===== config.mk =====
export PLATFORM = sky130hd
export DESIGN_NAME = mem_stage
export DESIGN_NICKNAME = d
export VERILOG_FILES = /design/src/rtl/rv32_pkg.sv /design/src/rtl/mem_align.sv /design/src/rtl/mem_stage.sv
export SDC_FILE = /design/constraint.sdc
export NUM_CORES = 1
export LEC_CHECK = 0
export BUFFER_PORTS_ARGS = -buffer_cell sky130_fd_sc_hd__buf_2
export CORE_MARGIN = 2
export CORE_UTILIZATION = 30
export DETAILED_ROUTE_END_ITERATION = 10
export PLACE_DENSITY = 0.55
export SYNTH_ARGS = -nofsm -noshare
export SYNTH_HDL_FRONTEND = slang
export SYNTH_HIERARCHICAL = 1
export SYNTH_SLANG_ARGS = --single-unit

===== constraint.sdc =====
create_clock -name Clk -period 2.4 [get_ports Clk]
set_input_delay 0.12 -clock Clk [delete_from_list [all_inputs] [get_ports Clk]]
set_output_delay 0.12 -clock Clk [all_outputs]
set_load 0.05 [all_outputs]

===== src/rtl/rv32_pkg.sv =====
// Shared RV32I definitions used by the memory stage: funct3 load/store
// encodings and the bus access FSM states.
package rv32_pkg;

    localparam logic [2:0] MEM_B  = 3'b000;
    localparam logic [2:0] MEM_H  = 3'b001;
    localparam logic [2:0] MEM_W  = 3'b010;
    localparam logic [2:0] MEM_BU = 3'b100;
    localparam logic [2:0] MEM_HU = 3'b101;

    typedef enum logic {
        IDLE,
        BUSY
    } mem_state_t;

endpackage


===== src/rtl/mem_align.sv =====
// Byte-lane steering for the data bus: byte enables, store replication,
// misalignment detection and load lane extraction with extension.
module mem_align
    import rv32_pkg::*;
(
    input  logic [2:0]  op,
    input  logic [1:0]  addr_lo,
    input  logic [31:0] store_data,
    input  logic [31:0] load_word,
    output logic [3:0]  byte_en,
    output logic [31:0] store_word,
    output logic        misaligned,
    output logic [31:0] load_data
);

    logic [31:0] shifted;

    assign shifted = load_word >> {addr_lo, 3'b000};

    always_comb begin
        byte_en    = 4'b1111;
        store_word = store_data;
        misaligned = 1'b0;
        case (op)
            MEM_B, MEM_BU: begin
                byte_en    = 4'b0001 << addr_lo;
                store_word = {4{store_data[7:0]}};
            end
            MEM_H, MEM_HU: begin
                byte_en    = 4'b0011 << addr_lo;
                store_word = {2{store_data[15:0]}};
                misaligned = addr_lo[0];
            end
            default: misaligned = |addr_lo;
        endcase
    end

    // Word loads are always aligned here, so the unshifted word is correct.
    always_comb begin
        load_data = shifted;
        case (op)
            MEM_B:   load_data = {{24{shifted[7]}}, shifted[7:0]};
            MEM_BU:  load_data = {24'h0, shifted[7:0]};
            MEM_H:   load_data = {{16{shifted[15]}}, shifted[15:0]};
            MEM_HU:  load_data = {16'h0, shifted[15:0]};
            default: load_data = shifted;
        endcase
    end

endmodule


===== src/rtl/mem_stage.sv =====
// RV32I memory-access stage: req/ack data bus master with timeout, and the
// MEM pipeline register feeding writeback.
module mem_stage
    import rv32_pkg::*;
#(
    parameter int TIMEOUT = 255
) (
    input  logic        Clk,
    input  logic        Reset,
    input  logic        EX_Mem_wr_en,
    input  logic        EX_Mem_rd_en,
    input  logic [2:0]  EX_Mem_op,
    input  logic [31:0] EX_Rs2_data,
    input  logic [31:0] EX_ALU_result,
    input  logic        EX_MemToReg,
    input  logic        EX_RegFile_wr_en,
    input  logic [4:0]  EX_Rd_addr,
    output logic        MEM_Stall,
    output logic        MEM_RegFile_wr_en,
    output logic [4:0]  MEM_Rd_addr,
    output logic [31:0] MEM_Rd_data,
    output logic        MEM_Misaligned,
    output logic        MEM_Bus_error,
    output logic        DMem_req,
    output logic        DMem_we,
    output logic [31:0] DMem_addr,
    output logic [3:0]  DMem_be,
    output logic [31:0] DMem_wdata,
    input  logic        DMem_ack,
    input  logic [31:0] DMem_rdata
);

    localparam int CW = (TIMEOUT > 0) ? $clog2(TIMEOUT + 1) : 1;
    localparam logic [CW-1:0] COUNT_MAX = CW'(TIMEOUT);

    mem_state_t  state, state_nxt;
    logic [CW-1:0] count;

    logic [2:0]  cap_op;
    logic [31:0] cap_addr;
    logic [4:0]  cap_rd;
    logic        cap_mem_to_reg;
    logic        cap_rf_wr_en;
    logic        cap_store;

    logic        access;
    logic        misaligned;
    logic [3:0]  byte_en;
    logic [31:0] store_word;
    logic [31:0] load_data;
    logic [2:0]  align_op;
    logic [1:0]  align_addr;
    logic        start_access;
    logic        bus_done;
    logic        bus_timeout;

    assign access = EX_Mem_rd_en | EX_Mem_wr_en;

    // While BUSY the lane logic serves the captured load; in IDLE it checks EX.
    assign align_op   = (state == BUSY) ? cap_op : EX_Mem_op;
    assign align_addr = (state == BUSY) ? cap_addr[1:0] : EX_ALU_result[1:0];

    mem_align u_align (
        .op         (align_op),
        .addr_lo    (align_addr),
        .store_data (EX_Rs2_data),
        .load_word  (DMem_rdata),
        .byte_en    (byte_en),
        .store_word (store_word),
        .misaligned (misaligned),
        .load_data  (load_data)
    );

    always_comb begin
        state_nxt    = state;
        start_access = 1'b0;
        bus_done     = 1'b0;
        bus_timeout  = 1'b0;
        MEM_Stall    = 1'b0;
        case (state)
            IDLE: begin
                if (access && !misaligned) begin
                    start_access = 1'b1;
                    MEM_Stall    = 1'b1;
                    state_nxt    = BUSY;
                end
            end
            BUSY: begin
                if (DMem_ack) begin
                    bus_done  = 1'b1;
                    state_nxt = IDLE;
                end else if (count == COUNT_MAX) begin
                    bus_timeout = 1'b1;
                    state_nxt   = IDLE;
                end else begin
                    MEM_Stall = 1'b1;
                end
            end
            default: state_nxt = IDLE;
        endcase
    end

    always_ff @(posedge Clk) begin
        if (Reset) state <= IDLE;
        else       state <= state_nxt;
    end

    // MEM register defaults to a bubble; only retiring instructions overwrite it.
    always_ff @(posedge Clk) begin
        if (Reset) begin
            count             <= '0;
            cap_op            <= '0;
            cap_addr          <= '0;
            cap_rd            <= '0;
            cap_mem_to_reg    <= 1'b0;
            cap_rf_wr_en      <= 1'b0;
            cap_store         <= 1'b0;
            MEM_RegFile_wr_en <= 1'b0;
            MEM_Rd_addr       <= '0;
            MEM_Rd_data       <= '0;
            MEM_Misaligned    <= 1'b0;
            MEM_Bus_error     <= 1'b0;
            DMem_req          <= 1'b0;
            DMem_we           <= 1'b0;
            DMem_addr         <= '0;
            DMem_be           <= '0;
            DMem_wdata        <= '0;
        end else begin
            MEM_RegFile_wr_en <= 1'b0;
            MEM_Rd_addr       <= '0;
            MEM_Rd_data       <= '0;
            MEM_Misaligned    <= 1'b0;
            MEM_Bus_error     <= 1'b0;
            if (start_access) begin
                DMem_req       <= 1'b1;
                DMem_we        <= EX_Mem_wr_en;
                DMem_addr      <= {EX_ALU_result[31:2], 2'b00};
                DMem_be        <= byte_en;
                DMem_wdata     <= store_word;
                cap_op         <= EX_Mem_op;
                cap_addr       <= EX_ALU_result;
                cap_rd         <= EX_Rd_addr;
                cap_mem_to_reg <= EX_MemToReg;
                cap_rf_wr_en   <= EX_RegFile_wr_en;
                cap_store      <= EX_Mem_wr_en;
                count          <= '0;
            end else if (state == IDLE) begin
                if (access) begin
                    MEM_Misaligned <= 1'b1;
                end else begin
                    MEM_RegFile_wr_en <= EX_RegFile_wr_en;
                    MEM_Rd_addr       <= EX_Rd_addr;
                    MEM_Rd_data       <= EX_ALU_result;
                end
            end else if (bus_done) begin
                DMem_req          <= 1'b0;
                MEM_RegFile_wr_en <= cap_rf_wr_en & ~cap_store;
                MEM_Rd_addr       <= cap_rd;
                MEM_Rd_data       <= cap_mem_to_reg ? load_data : cap_addr;
            end else if (bus_timeout) begin
                DMem_req      <= 1'b0;
                MEM_Bus_error <= 1'b1;
            end else begin
                count <= count + CW'(1);
            end
        end
    end

endmodule


# --- Word-level counts from Yosys, hierarchy flattened ---
# Index checks and enable logic that the tools add are counted.
totals:
  regBits: 159
  inputBits: 111
  out_inout_bits: 111
  elab_cells: 76
classes:
  add_sub_neg: 1
  n_eq_ne: 4
  n_shift: 3
  muxes: 32
  bitwise: 6
  n_reduce_logical: 13
ops:
  columns: ["operator", "n"]
  rows:
  - ["32-bit two-way mux", 4]
  - ["32-bit one-hot mux with 4 select lines", 1]
  - ["32-bit one-hot mux with 2 select lines", 1]
  - ["32-bit by 5-bit right shift with 32-bit output", 1]
  - ["1-bit two-way mux", 18]
  - ["5-bit two-way mux", 3]
  - ["8-bit by 1-bit adder with 8-bit output, second input constant", 1]
  - ["8-bit equality test, second input constant", 1]
  - ["4-bit one-hot mux with 2 select lines", 1]
  - ["2-bit OR reduction", 4]
  - ["3-bit equality test, second input constant", 2]
  - ["1-bit NOT", 4]
  - ["1-bit one-hot mux with 2 select lines", 2]
  - ["4-bit OR reduction", 1]
  - ["1-bit by 2-bit << shifter with 4-bit output, first input constant", 1]
  - ["2-bit by 2-bit << shifter with 4-bit output, first input constant", 1]
  - ["3-bit by 1-bit equality test with 1-bit output, second input constant", 1]
  - ["3-bit zero test", 1]
  - ["3-bit two-way mux", 1]
  - ["3-bit AND reduction", 1]
  - ["3-bit nonzero test", 1]
  - ["3-bit OR reduction", 1]
  - ["2-bit two-way mux", 1]
  - ["2-bit AND reduction", 1]
  - ["other kinds (5)", 5]

# --- Depth between registers and ports, before layout ---
logic_depth:
  depth_word: 10
  mapped_depth: 12
  mapped_depth_nobuf: 6

# --- Modules after synthesis ---
# Netlist, hierarchy kept.
by_module_without_submodules:
  columns: ["mod", "instances", "cells_each", "area_per_inst_um2", "seq_area_each_um2"]
  rows:
  - ["mem_stage", 1, 626, 5397.7, 2582.5]
  - ["mem_align", 1, 184, 1383.8, 0.0]

# --- Worst setup path before layout ---
# OpenSTA, ideal clock, no wires.
synth_path:
  path_kind: "flip-flop to output port"
  start: "register state"
  end: "output port MEM_Stall"
  t_arrival_ns: 2.373
  t_required_ns: 2.280
  setup_slack_ns: -0.093
  path_stages_with_launch: 13
  n_path_buf: 6
  path_cell_list: "dfxtp_1 buf_4 mux2_2 buf_2 buf_4 buf_2 a21oi_1 nor2_1 nor2_1 buf_4 buf_2 nand2_1 nand2_1"
synth_between:
  word_cells_on_any_way: 15
  classes_between: "eq/ne (3); mux (5); bitwise (1); reduce/logical (6)"
synth_lines:
  columns: ["element", "line_no", "rtl"]
  rows:
  - ["start, declared", "mem_stage.sv:36", "mem_state_t state, state_nxt;"]
  - ["start signal, assigned", "mem_stage.sv:105", "else state <= state_nxt;"]
  - ["2-bit two-way mux (*)", "mem_stage.sv:61", "assign align_addr = (state == BUSY) ? cap_addr[1:0] : EX_ALU_result[1:0];"]
  - ["net align_addr[0]", "mem_stage.sv:52", "logic [1:0] align_addr;"]
  - ["2-bit OR reduction", "mem_align.sv:34", "default: misaligned = |addr_lo;"]
  - ["1-bit one-hot mux with 2 select lines (*)", "mem_align.sv:24", "case (op)"]
  - ["net misaligned", "mem_stage.sv:47", "logic misaligned;"]
  - ["1-bit zero test (*)", "mem_stage.sv:82", "if (access && !misaligned) begin"]
  - ["1-bit logical AND (*)", "mem_stage.sv:82", null]
  - ["1-bit two-way mux (*)", "mem_stage.sv:82", null]
  - ["1-bit one-hot mux with 2 select lines (*)", "mem_stage.sv:80", "case (state)"]
  - ["end, declared", "mem_stage.sv:18", "output logic MEM_Stall,"]
# The timed path passes the listed nets; every way through them passes the cells marked *.

# --- Worst setup path in the final report ---
layout_path:
  start: "register state"
  end: "output port MEM_Stall"
layout_between:
  word_cells_on_any_way: 15
  classes_between: "eq/ne (3); mux (5); bitwise (1); reduce/logical (6)"
layout_lines:
  columns: ["element", "line_no"]
  rows:
  - ["2-bit two-way mux", "mem_stage.sv:61"]
  - ["net align_addr[1]", "mem_stage.sv:52"]
  - ["2-bit OR reduction", "mem_align.sv:34"]
  - ["1-bit one-hot mux with 2 select lines", "mem_align.sv:24"]
  - ["net misaligned", "mem_stage.sv:47"]
  - ["1-bit zero test", "mem_stage.sv:82"]
  - ["1-bit logical AND", "mem_stage.sv:82"]
  - ["1-bit two-way mux", "mem_stage.sv:82"]
  - ["1-bit one-hot mux with 2 select lines", "mem_stage.sv:80"]
# The timed path passes the listed nets, and every way through them passes these cells.

==> metrics.yaml <==
status: "completed"
cp.required_ns: 2.28
multi_input_area_um2: 3510
tightest_slew_ns: 0.762
worstRegToRegCells: 7
synth_top_area_cell: "dfxtp_1"
worstPathMaxFanout: 9
dr.pass1.iters: 4
clk_pin_slew_ns: 0.07
core_um2: 22400
p_sw_w: 0.00294
fillers: 2298
worstSetupStartpointType: "flop"
setup_ws_ns: 0.135
hold_path_class: "in2reg"
p_leak_nw: 3.82
period_needed_ns: 2.27
setup_viol: 0
grt_pass1_wl_um: 37600
final_util: 0.399
cts.sinks: 129
skew_ns: 0.0121
grt_overflow: 0
htreeDepth: 4
ys_warn_count: 6
finish.net_count: 1116
max_freq_ghz: 0.441
yosys.cell_types.count: 51
drv_cap: 0
drc: 0
ctsLongestPathBuffers: 2
switching_share: 0.388
ys_top_cells_by_area: "dfxtp_1 (38%), o21ai_0 (7.9%), mux2i_1 (7.4%)"
arrival_ns: 2.15
die_width_um: 154
synth-main-ff-cell: "dfxtp_1"
combinationalPowerShare: 0.321
slew_violations: 0
hold_violations: 0
antenna_found_initial: 1
wl_per_cell_um: 18.7
die_y_um: 154
drtIter0Drc: 466
internal_power_w: 0.00464
synth_top_cell_area_share: 0.381
async_flop_share: 0
slew_headroom: 0.492
synth-edff-count: 0
tritoncts: "done"
place_congestion: 0.825
synthToLayoutAreaGrowth_pct: 32.0
vias: 6849
post-route-period-util: 0.944
antenna_cells: 0
cts_root_buf: "clkbuf_16"
reg.largest.list: "DMem_wdata x32, MEM_Rd_data x32, cap_addr x32"
post_cts_buffers: 0
synth_area_um2: 6780
syn_area_per_cell_um2: 8.37
p_seq_frac: 0.324
syn_inst: 810
clock_latency_ns: 0.43
num_rows: 55
hold_depth: 3
portBuffers: 219
initial_utilization: 0.302
crit_type: "reg2out"
rsz0062_at_grt: "no"
clockPowerShare: 0.355
power_w: 0.00757
peakVddDrop_uv: 437
wirelength_um: 24400
cts_made_buffers: 17
synth_seq_cells: 129
num_io_pins: 222
via_per_inst: 5.26
die-area_um2: 23800
grt_pass1_vias: 6719
yosysSeqAreaShare: 0.381
cp-end-kind: "output pin"
final_cell_mix: "buf_2 (217), dfxtp_1 (127), o21ai_0 (107)"
tns_ns: 0
grt_max_degree: 64
ant_nets: 0
dp_hpwl_um: 16400
layout_commonest_cell: "buf_2"
regArea_um2: 2590
p_per_area_nw_per_um2: 846
grt_use_total: 0.199
drive_gt1_frac: 0.331
place_ws_ns: 0.136
-- final cells by class --
class,instances,area share
multi-input cells,558,0.392
clock inverters,15,0.0207
well taps,285,0.0398
clock buffers,17,0.0475
flip-flops and latches,129,0.289
repair buffers,294,0.209
inverters,4,0.00168
-- path summary, 6_finish.rpt --
check | slack [ns] | from | to
setup / recovery | 0.13 | state$_SDFF_PP0_ | MEM_Stall
hold / removal | 0.006 | EX_Rs2_data[0] | DMem_wdata[0]$_SDFFE_PP0P_
setup reg to reg | 0.21 | state$_SDFF_PP0_ | MEM_Rd_data[21]$_SDFF_PP0_
hold reg to reg | 0.47 | cap_rd[4]$_SDFFE_PP0P_ | MEM_Rd_addr[4]$_SDFF_PP0_
-- cell families (layout without fill, tap and decap cells) --
family | Yosys count | after routing | synth area share
mux | 88 | 88 | 0.141
buf+inv | 124 | 330 | 0.107
other cells | 1 | 2 | 0.000553
xor+xnor | 1 | 1 | 0.00129
simple gates | 210 | 210 | 0.154
compound gates | 256 | 256 | 0.213
flops | 129 | 129 | 0.381
fa+ha+maj | 1 | 1 | 0.00184
-- per-stage QoR --
stage / cell area, µm² / hold slack [ns] / instances
2_1_floorplan: 6790 / 0.229 / 811
3_3_place_gp: 7850 / 0.342 / 1222
3_5_place_dp: 7850 / 0.342 / 1222
4_1_cts: 8940 / 0.0000574 / 1302
5_1_grt: 8950 / 0.0150 / 1302
6_report: 8950 / 0.00576 / 1302
-- power by group through the flow --
stage	clock, W	sequential [W]	combinational (W)
floorplan	0	0.00286	0.00139
global placement	0	0.00249	0.00235
detailed placement	0	0.00249	0.00236
CTS	0.00275	0.00245	0.00243
global route	0.00284	0.00247	0.00260
finish	0.00269	0.00245	0.00243
-- repair_timing --
| action | 4_1_cts | 5_1_grt |
|---|---|---|
| hold buffers | 48 | 0 |
| setup endpoints to repair | 1 | 1 |
| gates resized for setup | 2 | 4 |
| pin swaps | 0 | 0 |
| endpoints found under the hold margin | 86 | 0 |
-- cell usage after synthesis (all sizes together) (3+ instances only) --
library cell  number
nand4             18
clkbuf            34
nand3             85
a221oi            10
mux2              38
mux2i             50
buf               86
or2                3
and3               4
inv                4
a22o               5
o211ai             4
nor2              12
a21oi             93
nor3               3
nor2b              5
nand2             69
dfxtp            129
o2111a             3
o21bai             3
and2               3
o21ai            129
-- worst max-delay path, stage by stage, from the launching register on --
cell	delay, ns
dfxtp_4	0.40
mux2_4	0.37
a21oi_1	0.16
nor2_1	0.07
buf_4	0.14
nor2_4	0.16
nand2_1	0.11
nand2_2	0.11
buf_4	0.20
-- per-layer routing --
layer  global-route usage  wire (µm)
met1                0.255      10600
met2                0.330      11300
met3               0.0566       1970
met4               0.0564        416
met5                    0         13
Note: power is estimated with default switching activity, not from simulation.
